==> src/rtl/prog_loader_pkg.sv <==
// Shared loader definitions: FSM state encoding and byte-counter width,
// reused by the CPU top and benches.
package prog_loader_pkg;
  localparam int BYTE_CNT_W = 2;

  typedef enum logic [1:0] {
    ST_LOAD   = 2'd0,
    ST_COMMIT = 2'd1,
    ST_DONE   = 2'd2
  } state_t;
endpackage

==> src/rtl/prog_loader_word_assembler.sv <==
// Collects four UART bytes little-endian into a 32-bit word; o_word_ready
// strobes combinationally in the cycle the fourth byte is presented.
module word_assembler
  import prog_loader_pkg::*;
(
  input  logic        clk,
  input  logic        rst,
  input  logic        i_clr,
  input  logic        i_byte_vld,
  input  logic [7:0]  i_byte,
  output logic [31:0] o_word,
  output logic        o_word_ready
);
  logic [BYTE_CNT_W-1:0] r_cnt;
  logic [23:0]           r_shift;

  // Bytes enter at the top so after three bytes r_shift = {b2, b1, b0}.
  always_ff @(posedge clk or posedge rst) begin
    if (rst) begin
      r_cnt   <= '0;
      r_shift <= '0;
    end else if (i_clr) begin
      r_cnt   <= '0;
      r_shift <= '0;
    end else if (i_byte_vld) begin
      r_cnt   <= r_cnt + BYTE_CNT_W'(1);
      r_shift <= {i_byte, r_shift[23:8]};
    end
  end

  assign o_word       = {i_byte, r_shift};
  assign o_word_ready = i_byte_vld && (r_cnt == BYTE_CNT_W'(3));
endmodule

==> src/rtl/prog_loader.sv <==
// Boot loader: fills instruction memory from the UART byte stream while
// holding the CPU in reset, then hands memory to the CPU fetch port.
module prog_loader
  import prog_loader_pkg::*;
#(
  parameter int CELL_NUMBERS = 16,
  parameter int ADDR_WIDTH   = 8
) (
  input  logic                  clk,
  input  logic                  rst,
  input  logic                  i_rx_valid,
  input  logic [7:0]            i_rx_data,
  input  logic                  i_reload,
  input  logic [31:0]           i_cpu_pc,
  output logic [ADDR_WIDTH-1:0] o_imem_addr,
  output logic                  o_imem_we,
  output logic [31:0]           o_imem_wdata,
  output logic                  o_cpu_rst,
  output logic                  o_load_done
);
  localparam int WIDX_W = (CELL_NUMBERS > 1) ? $clog2(CELL_NUMBERS) : 1;

  state_t                r_state, w_next;
  logic [WIDX_W-1:0]     r_word_idx;
  logic [ADDR_WIDTH-1:0] r_load_addr;
  logic [31:0]           r_wdata;
  logic                  w_last, w_accept, w_reload, w_word_ready;
  logic [31:0]           w_word;
  logic                  w_unused_pc;

  assign w_last   = (r_word_idx == WIDX_W'(CELL_NUMBERS - 1));
  // A byte arriving during the final COMMIT would belong to a word past the
  // program end, so it is not accepted.
  assign w_accept = i_rx_valid &&
                    ((r_state == ST_LOAD) || ((r_state == ST_COMMIT) && !w_last));
  assign w_reload = i_reload && (r_state == ST_DONE);

  word_assembler u_asm (
    .clk         (clk),
    .rst         (rst),
    .i_clr       (w_reload),
    .i_byte_vld  (w_accept),
    .i_byte      (i_rx_data),
    .o_word      (w_word),
    .o_word_ready(w_word_ready)
  );

  always_comb begin
    w_next = r_state;
    case (r_state)
      ST_LOAD:   if (w_word_ready) w_next = ST_COMMIT;
      ST_COMMIT: w_next = w_last ? ST_DONE : ST_LOAD;
      ST_DONE:   if (i_reload) w_next = ST_LOAD;
      default:   w_next = ST_LOAD;
    endcase
  end

  always_ff @(posedge clk or posedge rst) begin
    if (rst) begin
      r_state     <= ST_LOAD;
      r_word_idx  <= '0;
      r_load_addr <= '0;
      r_wdata     <= '0;
    end else begin
      r_state <= w_next;
      if (w_word_ready) begin
        r_wdata     <= w_word;
        r_load_addr <= ADDR_WIDTH'(r_word_idx);
      end
      if (r_state == ST_COMMIT)
        r_word_idx <= w_last ? '0 : r_word_idx + WIDX_W'(1);
      else if (w_reload)
        r_word_idx <= '0;
    end
  end

  assign o_imem_we    = (r_state == ST_COMMIT);
  assign o_imem_wdata = r_wdata;
  assign o_imem_addr  = (r_state == ST_DONE) ? i_cpu_pc[ADDR_WIDTH+1:2] : r_load_addr;
  assign o_cpu_rst    = (r_state != ST_DONE);
  assign o_load_done  = (r_state == ST_DONE);

  assign w_unused_pc = ^{i_cpu_pc[31:ADDR_WIDTH+2], i_cpu_pc[1:0]};
endmodule

==> config.mk <==
export PLATFORM = sky130hd
export DESIGN_NAME = prog_loader
export DESIGN_NICKNAME = d
export VERILOG_FILES = /design/src/rtl/prog_loader_pkg.sv /design/src/rtl/prog_loader_word_assembler.sv /design/src/rtl/prog_loader.sv
export SDC_FILE = /design/constraint.sdc
export NUM_CORES = 1
export LEC_CHECK = 0
export BUFFER_PORTS_ARGS = -buffer_cell sky130_fd_sc_hd__clkbuf_2
export CAP_MARGIN = 25
export CELL_PAD_IN_SITES_DETAIL_PLACEMENT = 0
export CELL_PAD_IN_SITES_GLOBAL_PLACEMENT = 1
export CORE_MARGIN = 10
export CORE_UTILIZATION = 43
export DETAILED_ROUTE_END_ITERATION = 10
export GPL_ROUTABILITY_DRIVEN = 0
export PLACE_DENSITY = 0.94
export SYNTH_ARGS = -nofsm -noshare
export SYNTH_HDL_FRONTEND = slang
export SYNTH_HIERARCHICAL = 1
export SYNTH_SLANG_ARGS = --single-unit
==> constraint.sdc <==
create_clock -name clk -period 3.4 [get_ports clk]
set_clock_uncertainty 0.15 [all_clocks]
set_input_delay 0.17 -clock clk [delete_from_list [all_inputs] [get_ports clk]]
set_output_delay 0.17 -clock clk [all_outputs]
set_load 0.03 [all_outputs]
==> metrics.cfg, run 1 <==
[run_status]
status = complete, no violations

[cells_and_area]
drive_gt1_share_pct = 42.76
diodes = 0
fin_area_sq_um = 3483
area_delta_synth_final_pct = 19.54
nNetsFinal = 331

[cts]
h-tree-depth = 3
cts_root_buf = clkbuf_8
clockBufferDepth = 2
cts_sinks = 68
cts_tree = built
ctsResizeCount = 0
cts_setup_buffers = 0
cts_made_buffers = 9
clk_latency_ps = 340
path_clk_slew_ps = 80

[timing]
post-route-min-period_ps = 2611
setup_viol = 0
max-slew-margin-rel_pct = 33.15
fmax_mhz = 383.1
worstMarginPinSlew_ps = 1003
setup_tns_ps = 0
finalCritPeriodShare_pct = 76.78
hold_viol = 0
drv_slew = 0
rsz0062_at_grt = false

[global_route]
first_global_vias = 1915
track_usage_pct = 12.01
grt_pass1_wl_um = 9694
grt_max_degree = 43
grt_overflow = 0
antenna_found_initial = 0

[yosys]
yosysTopAreaCell = dfrtp_1
syn_inst = 220
seq_area_frac_synth_pct = 58.39
synth_ff_type = dfrtp_1
ys_ff_latch = 68
netlist_area_sq_um = 2914
syn-num-nets = 266
synth_common_cells = 68 x dfrtp_1, 36 x mux2_2, 26 x mux2i_1, 26 x nor2_1, 13 x nand2_1
ys_types = 28
synth_edf_count = 0
yosysMostFrequentCell = dfrtp_1
avgSynthCellArea_sq_um = 13.25
yosysWarnings = 6
synth.top_cell.area_share_pct = 58.39
postSynth.asyncResetShare_pct = 100.0
synthTopCellsByArea = dfrtp_1 58%, mux2_2 14%, mux2i_1 8.9%

[placed_design]
place_hpwl_um = 4041
post_dp_cell_area_sq_um = 3166
portBuffers = 62

[routing]
firstDrtPassIters = 4
vias_per_cell = 4.929
wl_per_cell_um = 15.93
wirelength_um = 5845
num_vias = 1809
drt_iter0_markers = 72
drtAntennaViolNets = 0
drc = 0

[die]
core-area_sq_um = 6459
row_count = 29
die_y_um = 102.3
ios = 87
die_w_um = 102.3
initial_core_util_pct = 45.12
die_area_sq_um = 10470

[setup_path]
max_stage_delay_ps = 470
critPathCaptureType = register
path_buf_inv = 1
cp-start-kind = register
critPathMaxFanout = 20
cp_top_family = simple AND/OR/NAND/NOR gates
path_cells = nor2b_1 -> nand2_1 -> a21boi_4 -> and2_2 -> buf_12 -> mux2_2
required_ps = 3470
worstSetupPathType = reg2reg
cp_slowest_cell = and2_2
cp.arrival_ps = 2680

[power]
p_sw_w = 0.001388
power.density_nw_per_um2 = 995.6
p_int_w = 0.002080
p_comb_share_pct = 40.5
vdd_drop_max_v = 0.0005647
finalPower_w = 0.003468
clkPwrFrac_pct = 18.4
p_seq_share_pct = 41.1
p_leak_nw = 1.724
p_sw_share_pct = 40.02

[hold_path]
hold_path_class = in2async

[run]
drv_cap = 0

==> state kept, by name, summed over array words and instances, names as in the netlist <==
signal / count
o_imem_wdata: 32
r_load_addr: 4
r_state: 2
r_word_idx: 4
u_asm/r_cnt: 2
u_asm/r_shift: 24
==> power by group through the flow <==
stage,Sequential [W],Clock [W],Combinational [W]
6_report,0.00142,0.000639,0.00140
3_5_place_dp,0.00144,0,0.00141
2_1_floorplan,0.00177,0,0.000692
5_1_grt,0.00148,0.000699,0.00152
3_3_place_gp,0.00142,0,0.00137
4_1_cts,0.00143,0.000655,0.00142
==> per-stage QoR <==
step | worst slack, ps | hold slack [ps] | util (%) | instances
floorplan | 1046 | 60.02 | - | 220
global placement | 871.4 | 250.9 | 49.01 | 340
detailed placement | 835.1 | 265.5 | 49.01 | 340
CTS | 816.6 | 361.2 | 53.51 | 366
global route | 651.8 | 136.0 | 53.93 | 367
finish | 789.5 | 151.2 | 53.93 | 367
==> cell usage in the layout (no fill, tap or decap), types with 2 or more instances in the layout <==
master,count
and2_1,5
mux2i_1,26
dfrtp_1,68
mux2_2,36
inv_1,2
ha_1,2
clkbuf_2,62
nand2b_1,2
clkbuf_8,9
clkinv_2,4
nor2_1,26
a21oi_1,2
dlygate4sd3_1,10
nand3_1,2
nand2_1,13
==> worst min-delay path, stage by stage <==
cell,delay [ps]
dlygate4sd3_1,550
clkbuf_2,130
inv_1,170
==> area by class of cell <==
type	instances	area (sq um)
Inverter	4	17.52
Sequential cell	68	1702
Tap cell	77	96.34
Multi-Input combinational cell	127	1012
Clock buffer	9	123.9
Fill cell	577	2975
Clock inverter	7	66.31
Timing Repair Buffer	75	465.4
==> path summary, 6_finish.rpt <==
path	from	end	depth (start not counted)	slack, ps
worst max register to register	r_state[1]$_DFFE_PP0P_	o_imem_wdata[12]$_DFFE_PP0P_	6	790
min in group clk	o_imem_wdata[5]$_DFFE_PP0P_	o_imem_wdata[5]$_DFFE_PP0P_	1	360
worst max-delay path	r_state[1]$_DFFE_PP0P_	o_imem_wdata[12]$_DFFE_PP0P_	6	790
worst min register to register	o_imem_wdata[5]$_DFFE_PP0P_	o_imem_wdata[5]$_DFFE_PP0P_	1	360
worst min-delay path	rst	u_asm/r_shift[12]$_DFFE_PP0P_	3	150
max in group asynchronous	rst	o_imem_wdata[30]$_DFFE_PP0P_	3	2080
==> cells by family after synthesis <==
logic type | count (synthesis) | share of synthesized area, %
XOR/XNOR | 2 | 0.6012
AND/OR/NAND/NOR | 53 | 7.944
buffers and inverters | 25 | 7.299
adder cells (fa/ha/maj) | 2 | 0.8586
AO/OA/AOI/OAI | 8 | 2.061
flip-flops | 68 | 58.39
multiplexers | 62 | 22.84
==> metal layers <==
| layer | wire length, um | GRT usage (%) | vias to the layer above |
|---|---|---|---|
| met5 | 0 | 0 | - |
| met4 | 50 | 4.230 | 0 |
| met3 | 383 | 5.668 | 4 |
| met2 | 3161 | 20.35 | 44 |
| met1 | 2249 | 12.91 | 900 |
| li1 | - | - | 861 |
==> timing repair <==
action	CTS	global route
hold endpoints to repair	85	0
hold buffers	10	0
endpoints found under the setup margin	0	0
Note: power is estimated with default switching activity, not from simulation.
==> run 2: changes to the inputs <==
CORE_UTILIZATION = 36   (was 43)
PLACE_DENSITY = 0.85   (was 0.94)
clock period = 2.35 ns   (was 3.4 ns; I/O delays follow)
==> metrics.cfg, run 2 (synthesis results as in run 1) <==
[run_status]
status = complete, no violations  ; unchanged

[routing]
drc = 0  ; unchanged
wl_per_cell_um = 15.31  ; was 15.93 um
vias_per_cell = 4.572  ; was 4.929
drt_iter0_markers = 53  ; was 72
num_vias = 1806  ; was 1809
firstDrtPassIters = 4  ; unchanged
drtAntennaViolNets = 0  ; unchanged
wirelength_um = 6046  ; was 5845 um

[timing]
finalCritPeriodShare_pct = 88.06  ; was 76.78%
worstMarginPinSlew_ps = 914.7  ; was 1003 ps
fmax_mhz = 483.3  ; was 383.1 MHz
drv_slew = 0  ; unchanged
setup_viol = 0  ; unchanged
hold_viol = 0  ; unchanged
setup_tns_ps = 0  ; unchanged
finalWorstSetupSlack_ps = 280.7  ; was 789.5 ps
max-slew-margin-rel_pct = 38.93  ; was 33.15%
post-route-min-period_ps = 2069  ; was 2611 ps
rsz0062_at_grt = false  ; unchanged

[cells_and_area]
diodes = 0  ; unchanged
layout_commonest_cell = dfrtp_1  ; unchanged
nNetsFinal = 334  ; was 331
area_delta_synth_final_pct = 21.17  ; was 19.54%
largest_reg_flops = 32  ; unchanged
drive_gt1_share_pct = 42.66  ; was 42.76%
final.fill_count = 746  ; was 577
finish.utilization_pct = 45.22  ; was 53.93%
final_cell_mix = 68 x dfrtp_1, 62 x clkbuf_2, 36 x mux2_2  ; unchanged
fin_area_sq_um = 3531  ; was 3483 sq um

[setup_path]
path_cells = ha_1 -> nand3_1 -> nand2_1 -> a21boi_4 -> and2_2 -> buf_4 -> mux2_2  ; was nor2b_1 -> nand2_1 -> a21boi_4 -> and2_2 -> buf_12 -> mux2_2
rr_startpoint = r_word_idx[0]$_DFFE_PP0P_  ; was r_state[1]$_DFFE_PP0P_
cp_top_family = flip-flops  ; was simple AND/OR/NAND/NOR gates
cp_slowest_cell = dfrtp_1  ; was and2_2
critPathLaunch = r_word_idx[0]$_DFFE_PP0P_  ; was r_state[1]$_DFFE_PP0P_
worstSetupPathType = reg2reg  ; unchanged
critPathCaptureType = register  ; unchanged
cp.arrival_ps = 2140  ; was 2680 ps
cp-start-kind = register  ; unchanged
critPathMaxFanout = 11  ; was 20
required_ps = 2420  ; was 3470 ps
path_buf_inv = 1  ; unchanged
reg2reg_slack_ps = 280  ; was 790 ps
max_stage_delay_ps = 420  ; was 470 ps

[die]
die_y_um = 110.0  ; was 102.3 um
ios = 87  ; unchanged
initial_core_util_pct = 37.32  ; was 45.12%
die_area_sq_um = 12090  ; was 10470 sq um
core-area_sq_um = 7807  ; was 6459 sq um
die_w_um = 110.0  ; was 102.3 um
row_count = 32  ; was 29

[power]
vdd_drop_max_v = 0.0006059  ; was 0.0005647 V
p_leak_nw = 1.729  ; was 1.724 nW
power.density_nw_per_um2 = 1434  ; was 995.6 nW/um^2

[placed_design]
post_dp_cell_area_sq_um = 3227  ; was 3166 sq um
portBuffers = 62  ; unchanged
place_hpwl_um = 4236  ; was 4041 um
place_ws_ps = 278.3  ; was 835.1 ps

[cts]
cts_tree = built  ; unchanged
cts_made_buffers = 9  ; unchanged
ctsResizeCount = 0  ; unchanged
path_clk_slew_ps = 70  ; was 80 ps
cts_root_buf = clkbuf_8  ; unchanged
clk_latency_ps = 340  ; about the same
clockBufferDepth = 2  ; unchanged
h-tree-depth = 3  ; unchanged
cts_sinks = 68  ; unchanged

[global_route]
grt_overflow = 0  ; unchanged
first_global_vias = 1977  ; was 1915
grt_max_degree = 43  ; unchanged
antenna_found_initial = 0  ; unchanged
grt_pass1_wl_um = 9942  ; was 9694 um
track_usage_pct = 10.69  ; was 12.01%

[hold_path]
hold_path_class = in2async  ; unchanged

[run]
drv_cap = 0  ; unchanged

-- run 2: worst reg2reg max path, cell delays in order, from the launching register on --
cell and delay, ps:
dfrtp_1 420, ha_1 260, nand3_1 100, nand2_1 130, a21boi_4 150, and2_2 180, buf_4 200, mux2_2 360
-- run 2: repair_timing --
action / in CTS / in global routing
hold endpoints to repair: 88 / 0
buffers inserted: 0 / 0
endpoints found under the setup margin: 0 / 0
hold buffers: 10 / 0
-- run 2: metal layers --
layer  GRT usage, %  vias up  share of wire [%]
met4          6.784        0                3.0
met1          12.02      888                 40
li1               -      867                  -
met2          17.49       37                 52
met5              0        -                  0
met3          3.134       14                5.3
-- run 2: per-stage QoR --
step	hold WS (ps)	std cells	total power, W
after floorplan	7.517	220	0.003570
after global placement	50.74	369	0.004066
after detailed placement	59.11	369	0.004149
after CTS	239.2	395	0.005158
after global routing	291.7	395	0.005403
final	240.7	395	0.005062
-- run 2: final cells by class --
type                       instances  area [sq um]  area share, %
timing repair buffer              78         467.9          13.25
inverter                           4         17.52         0.4961
tap                              102         127.6          3.614
sequential                        68          1702          48.19
clock inverter                     3         45.04          1.276
multi-input combinational        127          1012          28.67
clock buffer                      13         158.9          4.500
-- run 2: path summary, 6_finish.rpt --
kind	endpoint	cells after the start
worst max-delay path	o_imem_wdata[25]$_DFFE_PP0P_	7
worst min-delay path	u_asm/r_shift[10]$_DFFE_PP0P_	4
worst max register to register	o_imem_wdata[25]$_DFFE_PP0P_	7
worst min register to register	o_imem_wdata[22]$_DFFE_PP0P_	1
max in group asynchronous	r_state[1]$_DFFE_PP0P_	3
min in group clk	r_state[0]$_DFFE_PP0P_	6
-- run 2: power by group --
part	total, W	switching (W)	internal (W)	leakage [nW]
logic	0.00203	0.00122	0.000813	0.821
registers	0.00205	0.000335	0.00172	0.812
clock network	0.000977	0.000428	0.000549	0.0959
==> run 3: changes to the inputs <==
CORE_UTILIZATION = 43   (was 36)
PLACE_DENSITY = 0.94   (was 0.85)
clock period = 2.6 ns   (was 2.35 ns; I/O delays follow)
==> metrics.cfg, run 3 (synthesis results as in run 1) <==
[routing]
drc = 0  ; unchanged
vias_per_cell = 4.932  ; was 4.572
wirelength_um = 5860  ; was 6046 um
num_vias = 1820  ; was 1806
drtAntennaViolNets = 0  ; unchanged
drt_iter0_markers = 48  ; was 53
wl_per_cell_um = 15.88  ; was 15.31 um
firstDrtPassIters = 4  ; unchanged

[cells_and_area]
diodes = 0  ; unchanged
final_cell_mix = 68 x dfrtp_1, 62 x clkbuf_2, 36 x mux2_2  ; unchanged
largest_reg_flops = 32  ; unchanged
layout_commonest_cell = dfrtp_1  ; unchanged
nNetsFinal = 333  ; was 334
area_delta_synth_final_pct = 20.48  ; was 21.17%
layoutNonFillerInstCount = 369  ; was 395
finish.utilization_pct = 54.36  ; was 45.22%
fin_area_sq_um = 3511  ; was 3531 sq um
drive_gt1_share_pct = 42.81  ; was 42.66%

[die]
die_area_sq_um = 10470  ; was 12090 sq um
die_w_um = 102.3  ; was 110.0 um
row_count = 29  ; was 32
core-area_sq_um = 6459  ; was 7807 sq um
initial_core_util_pct = 45.12  ; was 37.32%
die_y_um = 102.3  ; was 110.0 um
ios = 87  ; unchanged

[power]
vdd_drop_max_v = 0.0006151  ; was 0.0006059 V
finalPower_w = 0.004583  ; was 0.005062 W
power.density_nw_per_um2 = 1305  ; was 1434 nW/um^2
p_leak_nw = 1.738  ; was 1.729 nW

[timing]
fmax_mhz = 446.1  ; was 483.3 MHz
drv_slew = 0  ; unchanged
hold_viol = 0  ; unchanged
max-slew-margin-rel_pct = 40.49  ; was 38.93%
finalCritPeriodShare_pct = 86.22  ; was 88.06%
post-route-min-period_ps = 2242  ; was 2069 ps
setup_viol = 0  ; unchanged
rsz0062_at_grt = false  ; unchanged
worstMarginPinSlew_ps = 891.4  ; was 914.7 ps
setup_tns_ps = 0  ; unchanged

[setup_path]
critPathLaunch = r_word_idx[0]$_DFFE_PP0P_  ; unchanged
path_cells = ha_1 -> nand3_1 -> nand2_1 -> a21boi_4 -> and2_2 -> buf_12 -> mux2_2  ; was ha_1 -> nand3_1 -> nand2_1 -> a21boi_4 -> and2_2 -> buf_4 -> mux2_2
worstSetupPathType = reg2reg  ; unchanged
cp.arrival_ps = 2320  ; was 2140 ps
required_ps = 2670  ; was 2420 ps
cp_slowest_cell = dfrtp_1  ; unchanged
rr_startpoint = r_word_idx[0]$_DFFE_PP0P_  ; unchanged
critPathCaptureType = register  ; unchanged
max_stage_delay_ps = 430  ; was 420 ps
cp-start-kind = register  ; unchanged
critPathMaxFanout = 30  ; was 11

[cts]
cts_made_buffers = 9  ; unchanged
cts_root_buf = clkbuf_8  ; unchanged
cts_tree = built  ; unchanged
cts_sinks = 68  ; unchanged
cts_hold_buf = 10  ; unchanged
cts_setup_buffers = 0  ; unchanged
clockBufferDepth = 2  ; unchanged
ctsResizeCount = 0  ; unchanged
clk_latency_ps = 340  ; about the same
h-tree-depth = 3  ; unchanged
path_clk_slew_ps = 70  ; about the same

[hold_path]
hold_path_class = in2async  ; unchanged

[placed_design]
place_hpwl_um = 4022  ; was 4236 um
placed_cells = 342  ; was 369
post_dp_cell_area_sq_um = 3181  ; was 3227 sq um
portBuffers = 62  ; unchanged

[global_route]
grt_overflow = 0  ; unchanged
first_global_vias = 1943  ; was 1977
grt_pass1_wl_um = 9694  ; was 9942 um
grt_max_degree = 43  ; unchanged
antenna_found_initial = 0  ; unchanged
track_usage_pct = 12.10  ; was 10.69%

[run]
drv_cap = 0  ; unchanged

[run_status]
status = complete, no violations  ; unchanged

==> run 3: area by class of cell <==
type / count / area (sq um)
clock buffers: 12 / 155.1
clock inverters: 4 / 47.55
fillers: 576 / 2948
inverters: 4 / 17.52
multi-input cells: 127 / 1012
flip-flops and latches: 68 / 1702
well taps: 77 / 96.34
repair buffers: 77 / 480.5
==> run 3: critical path: cells and delay by family (launching register included) <==
family          cells  cell delay [ps]
compound gates      1              150
fa+ha+maj           1              260
buf+inv             1              240
flops               1              430
mux                 1              360
simple gates        3              510
==> run 3: worst paths after layout <==
path / cells after the start / slack [ps] / endpoint
max: 7 / 360 / o_imem_wdata[17]$_DFFE_PP0P_
min: 3 / 90 / u_asm/r_shift[12]$_DFFE_PP0P_
max reg2reg: 7 / 360 / o_imem_wdata[17]$_DFFE_PP0P_
min reg2reg: 1 / 360 / o_imem_wdata[29]$_DFFE_PP0P_
max in group asynchronous: 3 / 1340 / o_imem_wdata[30]$_DFFE_PP0P_
min in group clk: 5 / 240 / r_state[0]$_DFFE_PP0P_
==> run 3: per-layer routing <==
metal | wire [um] | up-vias | GRT usage, %
met4 | 108 | 0 | 5.531
met1 | 2263 | 912 | 12.59
met5 | 0 | - | 0
met3 | 347 | 10 | 5.668
met2 | 3141 | 37 | 20.44
li1 | - | 861 | -
==> run 3: metrics by stage <==
step	setup slack, ps	hold WS [ps]
global placement	406.1	211.7
floorplan	246.0	20.02
global route	216.8	69.12
CTS	343.5	223.4
detailed placement	363.3	219.7
finish	358.3	91.72
==> run 3: where the power goes <==
part | switching (W) | total, W | internal (W)
Clock | 0.000388 | 0.000881 | 0.000492
Combinational | 0.00110 | 0.00183 | 0.000733
Sequential | 0.000314 | 0.00187 | 0.00155
